### src/rtl/rs_pkg.sv
// Shared reservation-station constants: tag/wakeup widths and the opaque payload layout.
package rs_pkg;

    localparam int RS_TAG_W     = 8;
    localparam int RS_NUM_WB    = 7;
    localparam int RS_PAYLOAD_W = 107;

    // Payload field offsets, LSB first.
    localparam int PL_IMM_LSB     = 0;
    localparam int PL_IMM_W       = 32;
    localparam int PL_PC_LSB      = 32;
    localparam int PL_PC_W        = 32;
    localparam int PL_INST_LSB    = 64;
    localparam int PL_INST_W      = 32;
    localparam int PL_RD_LSB      = 96;
    localparam int PL_RD_W        = 5;
    localparam int PL_ALUOP_LSB   = 101;
    localparam int PL_ALUOP_W     = 4;
    localparam int PL_ALUSRC1_LSB = 105;
    localparam int PL_ALUSRC2_LSB = 106;

    typedef struct packed {
        logic                  alu_src2;
        logic                  alu_src1;
        logic [PL_ALUOP_W-1:0] alu_op;
        logic [PL_RD_W-1:0]    rd;
        logic [PL_INST_W-1:0]  inst_num;
        logic [PL_PC_W-1:0]    pc;
        logic [PL_IMM_W-1:0]   imm;
    } rs_payload_t;

    // Wakeup channel order on the broadcast bus.
    typedef enum int {
        WB_ALU = 0, WB_MUL = 1, WB_DIV = 2, WB_MEM = 3, WB_BR = 4, WB_P = 5, WB_CSR = 6
    } wb_chan_e;

endpackage

### src/rtl/rs_age_matrix.sv
// Age matrix for the issue queue: older_q[i][j] is set when entry i was dispatched before entry j.
module rs_age_matrix #(
    parameter int DEPTH = 16
) (
    input  logic             clk,
    input  logic             rst_n,
    input  logic             flush,
    input  logic [DEPTH-1:0] alloc_oh,
    input  logic [DEPTH-1:0] vld,
    input  logic [DEPTH-1:0] req,
    output logic [DEPTH-1:0] grant
);

    logic [DEPTH-1:0][DEPTH-1:0] older_q, older_d;

    // A new entry is younger than every live entry and older than none.
    always_comb begin
        older_d = older_q;
        for (int k = 0; k < DEPTH; k++) begin
            if (alloc_oh[k]) begin
                for (int i = 0; i < DEPTH; i++) begin
                    older_d[k][i] = 1'b0;
                    older_d[i][k] = vld[i];
                end
            end
        end
        if (flush) older_d = '0;
    end

    always_ff @(posedge clk or negedge rst_n) begin
        if (!rst_n) older_q <= '0;
        else        older_q <= older_d;
    end

    always_comb begin
        grant = req;
        for (int i = 0; i < DEPTH; i++) begin
            for (int j = 0; j < DEPTH; j++) begin
                if (req[j] && older_q[j][i]) grant[i] = 1'b0;
            end
        end
    end

endmodule

### src/rtl/alu_issue_queue.sv
// ALU issue queue: wakeup/select reservation station with age-ordered pick and one registered issue slot.
module alu_issue_queue
    import rs_pkg::*;
#(
    parameter int DEPTH     = 16,
    parameter int TAG_W     = RS_TAG_W,
    parameter int NUM_WB    = RS_NUM_WB,
    parameter int PAYLOAD_W = RS_PAYLOAD_W
) (
    input  logic                         clk,
    input  logic                         reset_n,
    input  logic                         flush,
    input  logic                         disp_valid,
    output logic                         disp_ready,
    input  logic [PAYLOAD_W-1:0]         disp_payload,
    input  logic [TAG_W-1:0]             disp_tag1,
    input  logic [TAG_W-1:0]             disp_tag2,
    input  logic [1:0]                   disp_rdy,
    input  logic [NUM_WB-1:0]            wb_valid,
    input  logic [NUM_WB*TAG_W-1:0]      wb_tag,
    output logic                         iss_valid,
    input  logic                         iss_ready,
    output logic [2*TAG_W+PAYLOAD_W-1:0] iss_data,
    output logic [$clog2(DEPTH):0]       count
);

    localparam int CNT_W = $clog2(DEPTH) + 1;
    localparam int DW    = 2*TAG_W + PAYLOAD_W;

    function automatic logic tag_hit(input logic [NUM_WB-1:0]       v,
                                     input logic [NUM_WB*TAG_W-1:0] tags,
                                     input logic [TAG_W-1:0]        t);
        logic h;
        h = 1'b0;
        for (int c = 0; c < NUM_WB; c++) begin
            if (v[c] && tags[c*TAG_W +: TAG_W] == t) h = 1'b1;
        end
        return h;
    endfunction

    logic [DEPTH-1:0]                vld_q, vld_d, rdy1_q, rdy1_d, rdy2_q, rdy2_d;
    logic [DEPTH-1:0][TAG_W-1:0]     tag1_q, tag2_q;
    logic [DEPTH-1:0][PAYLOAD_W-1:0] pay_q;
    logic [CNT_W-1:0]                count_q, count_d;
    logic                            iss_valid_q, iss_valid_d;
    logic [DW-1:0]                   iss_data_q, iss_data_d;

    logic [DEPTH-1:0]     alloc_oh, alloc_fire, req, grant;
    logic                 disp_fire, sel_any, slot_load;
    logic                 disp_hit1, disp_hit2;
    logic [TAG_W-1:0]     sel_t1, sel_t2;
    logic [PAYLOAD_W-1:0] sel_pay;

    assign disp_ready = (count_q < CNT_W'(DEPTH));
    assign disp_fire  = disp_valid && disp_ready;
    // Lowest clear bit of the valid vector.
    assign alloc_oh   = ~vld_q & (vld_q + DEPTH'(1));
    assign alloc_fire = alloc_oh & {DEPTH{disp_fire}};
    assign disp_hit1  = tag_hit(wb_valid, wb_tag, disp_tag1);
    assign disp_hit2  = tag_hit(wb_valid, wb_tag, disp_tag2);

    assign req       = vld_q & rdy1_q & rdy2_q;
    assign sel_any   = |req;
    assign slot_load = sel_any && (!iss_valid_q || iss_ready);

    rs_age_matrix #(.DEPTH(DEPTH)) u_age (
        .clk      (clk),
        .rst_n    (reset_n),
        .flush    (flush),
        .alloc_oh (alloc_fire),
        .vld      (vld_q),
        .req      (req),
        .grant    (grant)
    );

    always_comb begin
        sel_t1  = '0;
        sel_t2  = '0;
        sel_pay = '0;
        for (int i = 0; i < DEPTH; i++) begin
            sel_t1  = sel_t1  | ({TAG_W{grant[i]}}     & tag1_q[i]);
            sel_t2  = sel_t2  | ({TAG_W{grant[i]}}     & tag2_q[i]);
            sel_pay = sel_pay | ({PAYLOAD_W{grant[i]}} & pay_q[i]);
        end
    end

    always_comb begin
        vld_d  = vld_q;
        rdy1_d = rdy1_q;
        rdy2_d = rdy2_q;
        for (int i = 0; i < DEPTH; i++) begin
            if (tag_hit(wb_valid, wb_tag, tag1_q[i])) rdy1_d[i] = 1'b1;
            if (tag_hit(wb_valid, wb_tag, tag2_q[i])) rdy2_d[i] = 1'b1;
            if (slot_load && grant[i]) vld_d[i] = 1'b0;
            if (alloc_fire[i]) begin
                vld_d[i]  = 1'b1;
                rdy1_d[i] = disp_rdy[0] | disp_hit1;
                rdy2_d[i] = disp_rdy[1] | disp_hit2;
            end
        end
        if (flush) begin
            vld_d  = '0;
            rdy1_d = '0;
            rdy2_d = '0;
        end
    end

    always_comb begin
        iss_valid_d = iss_valid_q;
        iss_data_d  = iss_data_q;
        count_d     = count_q + CNT_W'(disp_fire) - CNT_W'(slot_load);
        if (slot_load) begin
            iss_valid_d = 1'b1;
            iss_data_d  = {sel_t2, sel_t1, sel_pay};
        end else if (iss_ready) begin
            iss_valid_d = 1'b0;
        end
        if (flush) begin
            iss_valid_d = 1'b0;
            iss_data_d  = '0;
            count_d     = '0;
        end
    end

    always_ff @(posedge clk or negedge reset_n) begin
        if (!reset_n) begin
            vld_q       <= '0;
            rdy1_q      <= '0;
            rdy2_q      <= '0;
            count_q     <= '0;
            iss_valid_q <= 1'b0;
            iss_data_q  <= '0;
        end else begin
            vld_q       <= vld_d;
            rdy1_q      <= rdy1_d;
            rdy2_q      <= rdy2_d;
            count_q     <= count_d;
            iss_valid_q <= iss_valid_d;
            iss_data_q  <= iss_data_d;
        end
    end

    // Tags and payload are only meaningful under vld_q, so they need no reset.
    always_ff @(posedge clk) begin
        for (int i = 0; i < DEPTH; i++) begin
            if (alloc_fire[i]) begin
                tag1_q[i] <= disp_tag1;
                tag2_q[i] <= disp_tag2;
                pay_q[i]  <= disp_payload;
            end
        end
    end

    assign iss_valid = iss_valid_q;
    assign iss_data  = iss_data_q;
    assign count     = count_q;

endmodule

### config.mk
export PLATFORM = sky130hd
export DESIGN_NAME = alu_issue_queue
export DESIGN_NICKNAME = d
export VERILOG_FILES = /design/src/rtl/rs_pkg.sv /design/src/rtl/rs_age_matrix.sv /design/src/rtl/alu_issue_queue.sv
export SDC_FILE = /design/constraint.sdc
export NUM_CORES = 2
export LEC_CHECK = 0
export BUFFER_PORTS_ARGS = -buffer_cell sky130_fd_sc_hd__buf_2
export CAP_MARGIN = 20
export CORE_MARGIN = 3
export CORE_UTILIZATION = 35
export CTS_BUF_LIST = sky130_fd_sc_hd__clkbuf_4 sky130_fd_sc_hd__clkbuf_8 sky130_fd_sc_hd__clkbuf_16
export DETAILED_ROUTE_END_ITERATION = 10
export GPL_TIMING_DRIVEN = 1
export PLACE_DENSITY = 0.5
export SLEW_MARGIN = 20
export SYNTH_ARGS = -nofsm -noshare
export SYNTH_HDL_FRONTEND = slang
export SYNTH_SLANG_ARGS = --single-unit
### constraint.sdc
create_clock -name clk -period 14.9 [get_ports clk]
set_input_delay 0.745 -clock clk [delete_from_list [all_inputs] [get_ports clk]]
set_output_delay 0.745 -clock clk [all_outputs]
set_load 0.02 [all_outputs]
* Word level (Yosys, flattened, before mapping) *
Cells that the tools add are included.

storage, ports and cells
  flip-flop bits (word level) = 2401
  input port bits = 193
  output and inout bits = 130
  word-level logic and storage cells = 2252

operators by class
  add/sub/neg operators = 3
  magnitude comparators = 1
  equality and inequality tests = 238
  multiplexer cells = 854
  bitwise gates (word level) = 100
  reductions and logical operators = 701

operators by type and width
  kind                   count
  $eq 8x8->1             238
  $and 107x107->107      16
  $or 107x107->107       15
  $mux 1                 831
  $logic_and 1x1->1      512
  $reduce_bool 3->1      169
  $mux 16                17
  $and 8x8->8            32
  $mux 256               1
  $mux 123               2
  $or 8x8->8             30
  $and 16x16->16         4
  $mux 17                2
  $reduce_bool 2->1      17
  $add 16x1->16 const B  1
  $not 16->16            1
  $reduce_or 16->1       1
  $add 5x1->5            1
  $lt 5x5->1 const B     1
  $mux 5                 1
  $sub 5x1->5            1
  $or 1x1->1             2
  $logic_not 1->1        1
  $logic_or 1x1->1       1

* Depth between registers and ports, before layout *
  depth after elaboration = 37
  depth in mapped cells = 16
  mapped depth without buffers = 13

* Modules after synthesis *
Synthesis repeated with hierarchy kept, for this count alone.

unflattened totals
  cells, all modules = 8723
  area, all modules = 112838.2 um2

by module, submodules not included
  module           instances  cells an instance  area an instance (um2)  seq. area each (um2)
  alu_issue_queue  1          7473               100498.9                63525.9
  rs_age_matrix    1          1250               12339.3                 6406.1

* Least setup slack after synthesis *
No wires, ideal clock.

  path type = input -> register
  start point = input disp_valid
  end point = register pay_q[1000] (netlist bit), enable pin
  library setup time = 782 ps
  arrival time = 10570 ps
  data required time = 14118 ps
  setup slack = 3548 ps
  stages = 6
  path buffers = 1
  path through = and4b_4 -> nand4_1 -> buf_4 -> inv_1 -> nand3_1 -> nor3b_1

between the ends
  longest elaborated chain between the ends = 2

RTL lines
  item                            line                    RTL
  start: declaration              alu_issue_queue.sv:13   input logic disp_valid,
  $logic_and 1x1->1               alu_issue_queue.sv:55   assign disp_fire = disp_valid && disp_ready;
  $and 16x16->16                  alu_issue_queue.sv:58   assign alloc_fire = alloc_oh & {DEPTH{disp_fire}};
  net alloc_fire[9]               alu_issue_queue.sv:48   logic [DEPTH-1:0] alloc_oh, alloc_fire, req, grant;
  end signal: indexed assignment  alu_issue_queue.sv:149  pay_q[i] <= disp_payload;
  end: declaration                alu_issue_queue.sv:43   logic [DEPTH-1:0][PAYLOAD_W-1:0] pay_q;

The timed path passes the listed nets, and every way through them passes these cells.
A chain may end at the register's enable or synchronous reset.

* Worst setup path in the final report *
  start point = register vld_q[1]
  end point = register tag1_q[80] (netlist bit), enable pin

between the ends
  longest elaborated chain between the ends = 3

RTL lines
  item                            line                    RTL
  start: declaration              alu_issue_queue.sv:41   logic [DEPTH-1:0] vld_q, vld_d, rdy1_q, rdy1_d, rdy2_q, rdy2_d;
  start signal: assignment        alu_issue_queue.sv:134  vld_q <= vld_d;
  $add 16x1->16                   alu_issue_queue.sv:57   assign alloc_oh = ~vld_q & (vld_q + DEPTH'(1));
  $and 16x16->16                  alu_issue_queue.sv:57
  $and 16x16->16                  alu_issue_queue.sv:58
  end signal: indexed assignment  alu_issue_queue.sv:147  tag1_q[i] <= disp_tag1;
  end: declaration                alu_issue_queue.sv:42   logic [DEPTH-1:0][TAG_W-1:0] tag1_q, tag2_q;

No other way between the ends.

==> flow_metrics.py <==
metrics = {
    "timing": {
        "fin_crit_ns": 5.54,
        "worst_slew_pin_slew_ns": 1.24,
        "period_share_pct": 37.2,
        "rsz0062_at_grt": "false",
        "whs_ns": 0.235,
        "finalClockSkew_ns": 0.0574,
        "fmax_mhz": 180,
        "setup_tns_ns": 0,
        "hold_violations": 0,
        "drv_slew": 0,
        "setup_violations": 0,
        "max-slew-margin-rel_pct": 16.7,
    },
    "pwr": {
        "p_clk_share_pct": 45.4,
        "p_int_mw": 11.9,
        "p_per_area_nw_per_um2": 122,
        "swShare_pct": 23.4,
        "fin_total_pwr_mw": 15.5,
        "seq_power_share_pct": 48.2,
        "p_leak_nw": 43.8,
        "ir_drop_mv": 0.0867,
        "comb_power_share_pct": 6.4,
        "p_switching_mw": 3.63,
    },
    "yosys": {
        "ys_async_sr_fraction_pct": 18.0,
        "synth_ff_type": "edfxtp_1",
        "seq_area_frac_synth_pct": 62.0,
        "ys_ff_latch": 2401,
        "syn-cell-area_um2": 113000,
        "netlist_instances": 8876,
        "syn_nets": 9075,
        "ys.warnings.count": 0,
        "synth.distinct_cells": 66,
        "synth_edf_count": 1968,
        "avgSynthCellArea_um2": 12.7,
    },
    "grt": {
        "grt_max_degree": 152,
        "grt_usage_pct": 27.8,
        "grt_pass1_vias": 79850,
        "antenna_found_initial": 63,
        "grt_pass1_wl_mm": 655,
        "overflow": 0,
    },
    "clock_network": {
        "cts_max_level": 5,
        "cts_buffers": 274,
        "cts_buffer_depth": 4,
        "post-cts-setup-buffers": 0,
        "clk_latency_ns": 0.90,
        "clkTransAtPathRegs_ns": 0.06,
        "cts.sinks": 2401,
        "cts_root_buf": "clkbuf_16",
        "cts_tree": "built",
    },
    "cells_and_area": {
        "syn_to_final_growth_pct": 12.9,
        "layout.nets": 8928,
        "num-fill-cells": 29792,
        "final_common_cell": "edfxtp_1",
        "final_cell_mix": "edfxtp_1, xor2_1, nand3_1",
        "drive_gt1_share_pct": 12.0,
    },
    "floorplanning": {
        "die_w_um": 574,
        "core_um2": 319000,
        "die_h_um": 574,
        "ios": 323,
        "die_area_um2": 329000,
        "start_util_pct": 35.3,
        "num_rows": 207,
    },
    "critical_path": {
        "critPathLaunchType": "flip-flop",
        "crit_path_max_fanout": 85,
        "cp.arrival_ns": 6.00,
        "cp_data_required_time_ns": 15.36,
        "path_class": "flip-flop to flip-flop",
        "crit_path_end_kind": "flip-flop",
    },
    "route": {
        "met1Wirelength_mm": 194,
        "dr.pass1.iters": 9,
        "drt_iter0_markers": 12798,
        "drc": 0,
        "viasPerCell": 6.19,
        "routed_wl_mm": 474,
        "maxUsedRoutingLayer": "met5",
        "met2WireLength_mm": 204,
        "ant_nets": 0,
        "vias": 82146,
        "route.met3.wl_mm": 55.1,
        "avgRoutedWirePerCell_um": 35.8,
    },
    "placed_design": {
        "io_buffer_count": 322,
        "dp_hpwl_mm": 266,
        "gp_congestion": 0.924,
    },
    "run_status": {
        "outcome": "finished, final reports clean",
    },
    "hold_path": {
        "holdCritPathClass": "input port to flip-flop",
    },
    "flow_run": {
        "maxCapViolCount": 0,
    },
}
## cell families after synthesis
logic type | Yosys count | share of synthesized area [%]
adders and majority gates | 6 | 0.0732
buffers and inverters | 1034 | 3.92
and+or+nand+nor | 2379 | 11.7
DFF | 2401 | 62.0
xor gates and xnor gates | 1908 | 14.8
AOI/OAI and AO/OA | 1148 | 7.50
## synthesized netlist by cell type (298+ instances only)
cell type / instances / area share [%]
a22oi_1: 369 / 2.5
buf_1: 307 / 1.0
buf_2: 300 / 1.3
clkbuf_1: 320 / 1.1
dfrtp_1: 433 / 9.6
edfxtp_1: 1968 / 52
nand2_1: 389 / 1.3
nand3_1: 649 / 2.9
nand4_1: 489 / 2.7
nor4_1: 298 / 1.7
xnor2_1: 431 / 3.3
xor2_1: 1477 / 11
## cell type report
class	instances	area (um^2)	area share [%]
clock buffers	378	8020	6.30
clock inverters	124	1410	1.10
flip-flops and latches	2401	69900	54.9
diodes	23	57.6	0.0452
inverters	68	360	0.283
multi-input cells	5441	38700	30.4
repair buffers	543	3500	2.75
well taps	4284	5360	4.21
## worst max-delay path: stages, from the launching register on
cell and delay, ns:
dfrtp_1 0.81, and4b_4 0.45, nand4_1 0.63, nor3_2 0.55
nand4b_1 0.54, buf_4 0.44, inv_8 0.65, buf_4 0.78
## metrics by stage
| step | worst slack [ns] | utilization, % | instance area (um^2) | instances |
|---|---|---|---|---|
| after floorplan | 3.55 | - | 113000 | 8876 |
| after global placement | 9.52 | 36.9 | 118000 | 12732 |
| after detailed placement | 9.54 | 36.9 | 118000 | 12733 |
| after CTS | 9.50 | 39.8 | 127000 | 13236 |
| after global routing | 9.18 | 39.9 | 127000 | 13242 |
| final | 9.36 | 39.9 | 127000 | 13262 |
## per-layer routing
layer / track usage (%) / up-vias
li1: - / 33045
met1: 38.7 / 42308
met2: 41.2 / 5650
met3: 7.23 / 1109
met4: 11.3 / 34
met5: 0 / -
## state kept, by name (all words and copies together) (netlist names)
signal	count
u_age.older_q	256
iss_valid	1
count	5
rdy2_q	16
pay_q	1712
vld_q	16
tag2_q	128
rdy1_q	16
tag1_q	128
iss_data	123
## final timing paths
| check | start | to | slack, ns | cells past startpoint |
|---|---|---|---|---|
| max | vld_q[1]$_DFFE_PN0P_ | tag1_q[80]$_DFFE_PP_ | 9.36 | 7 |
| min | disp_payload[28] | pay_q[1526]$_DFFE_PP_ | 0.23 | 1 |
| max reg2reg | vld_q[1]$_DFFE_PN0P_ | tag1_q[80]$_DFFE_PP_ | 9.36 | 7 |
| min reg2reg | iss_data[93]$_DFFE_PN0P_ | iss_data[93]$_DFFE_PN0P_ | 0.48 | 2 |
| max in group asynchronous | reset_n | rdy1_q[11]$_DFFE_PN0P_ | 12.00 | 4 |
| min in group asynchronous | reset_n | rdy1_q[6]$_DFFE_PN0P_ | 0.51 | 2 |
## repair_timing
item | in CTS | in global routing
hold buffers | 1 | 0
hold endpoints to repair | 51 | 0
gates resized for setup | 0 | 0
## power by group through the flow
stage	registers [mW]	clock network, mW	logic (mW)
2_1_floorplan	7.57	0	0.543
3_3_place_gp	7.60	0	0.939
3_5_place_dp	7.61	0	0.957
4_1_cts	7.47	7.16	0.960
5_1_grt	7.48	7.43	1.03
6_report	7.48	7.05	0.992
No activity file was read; power rests on OpenSTA's default activity.
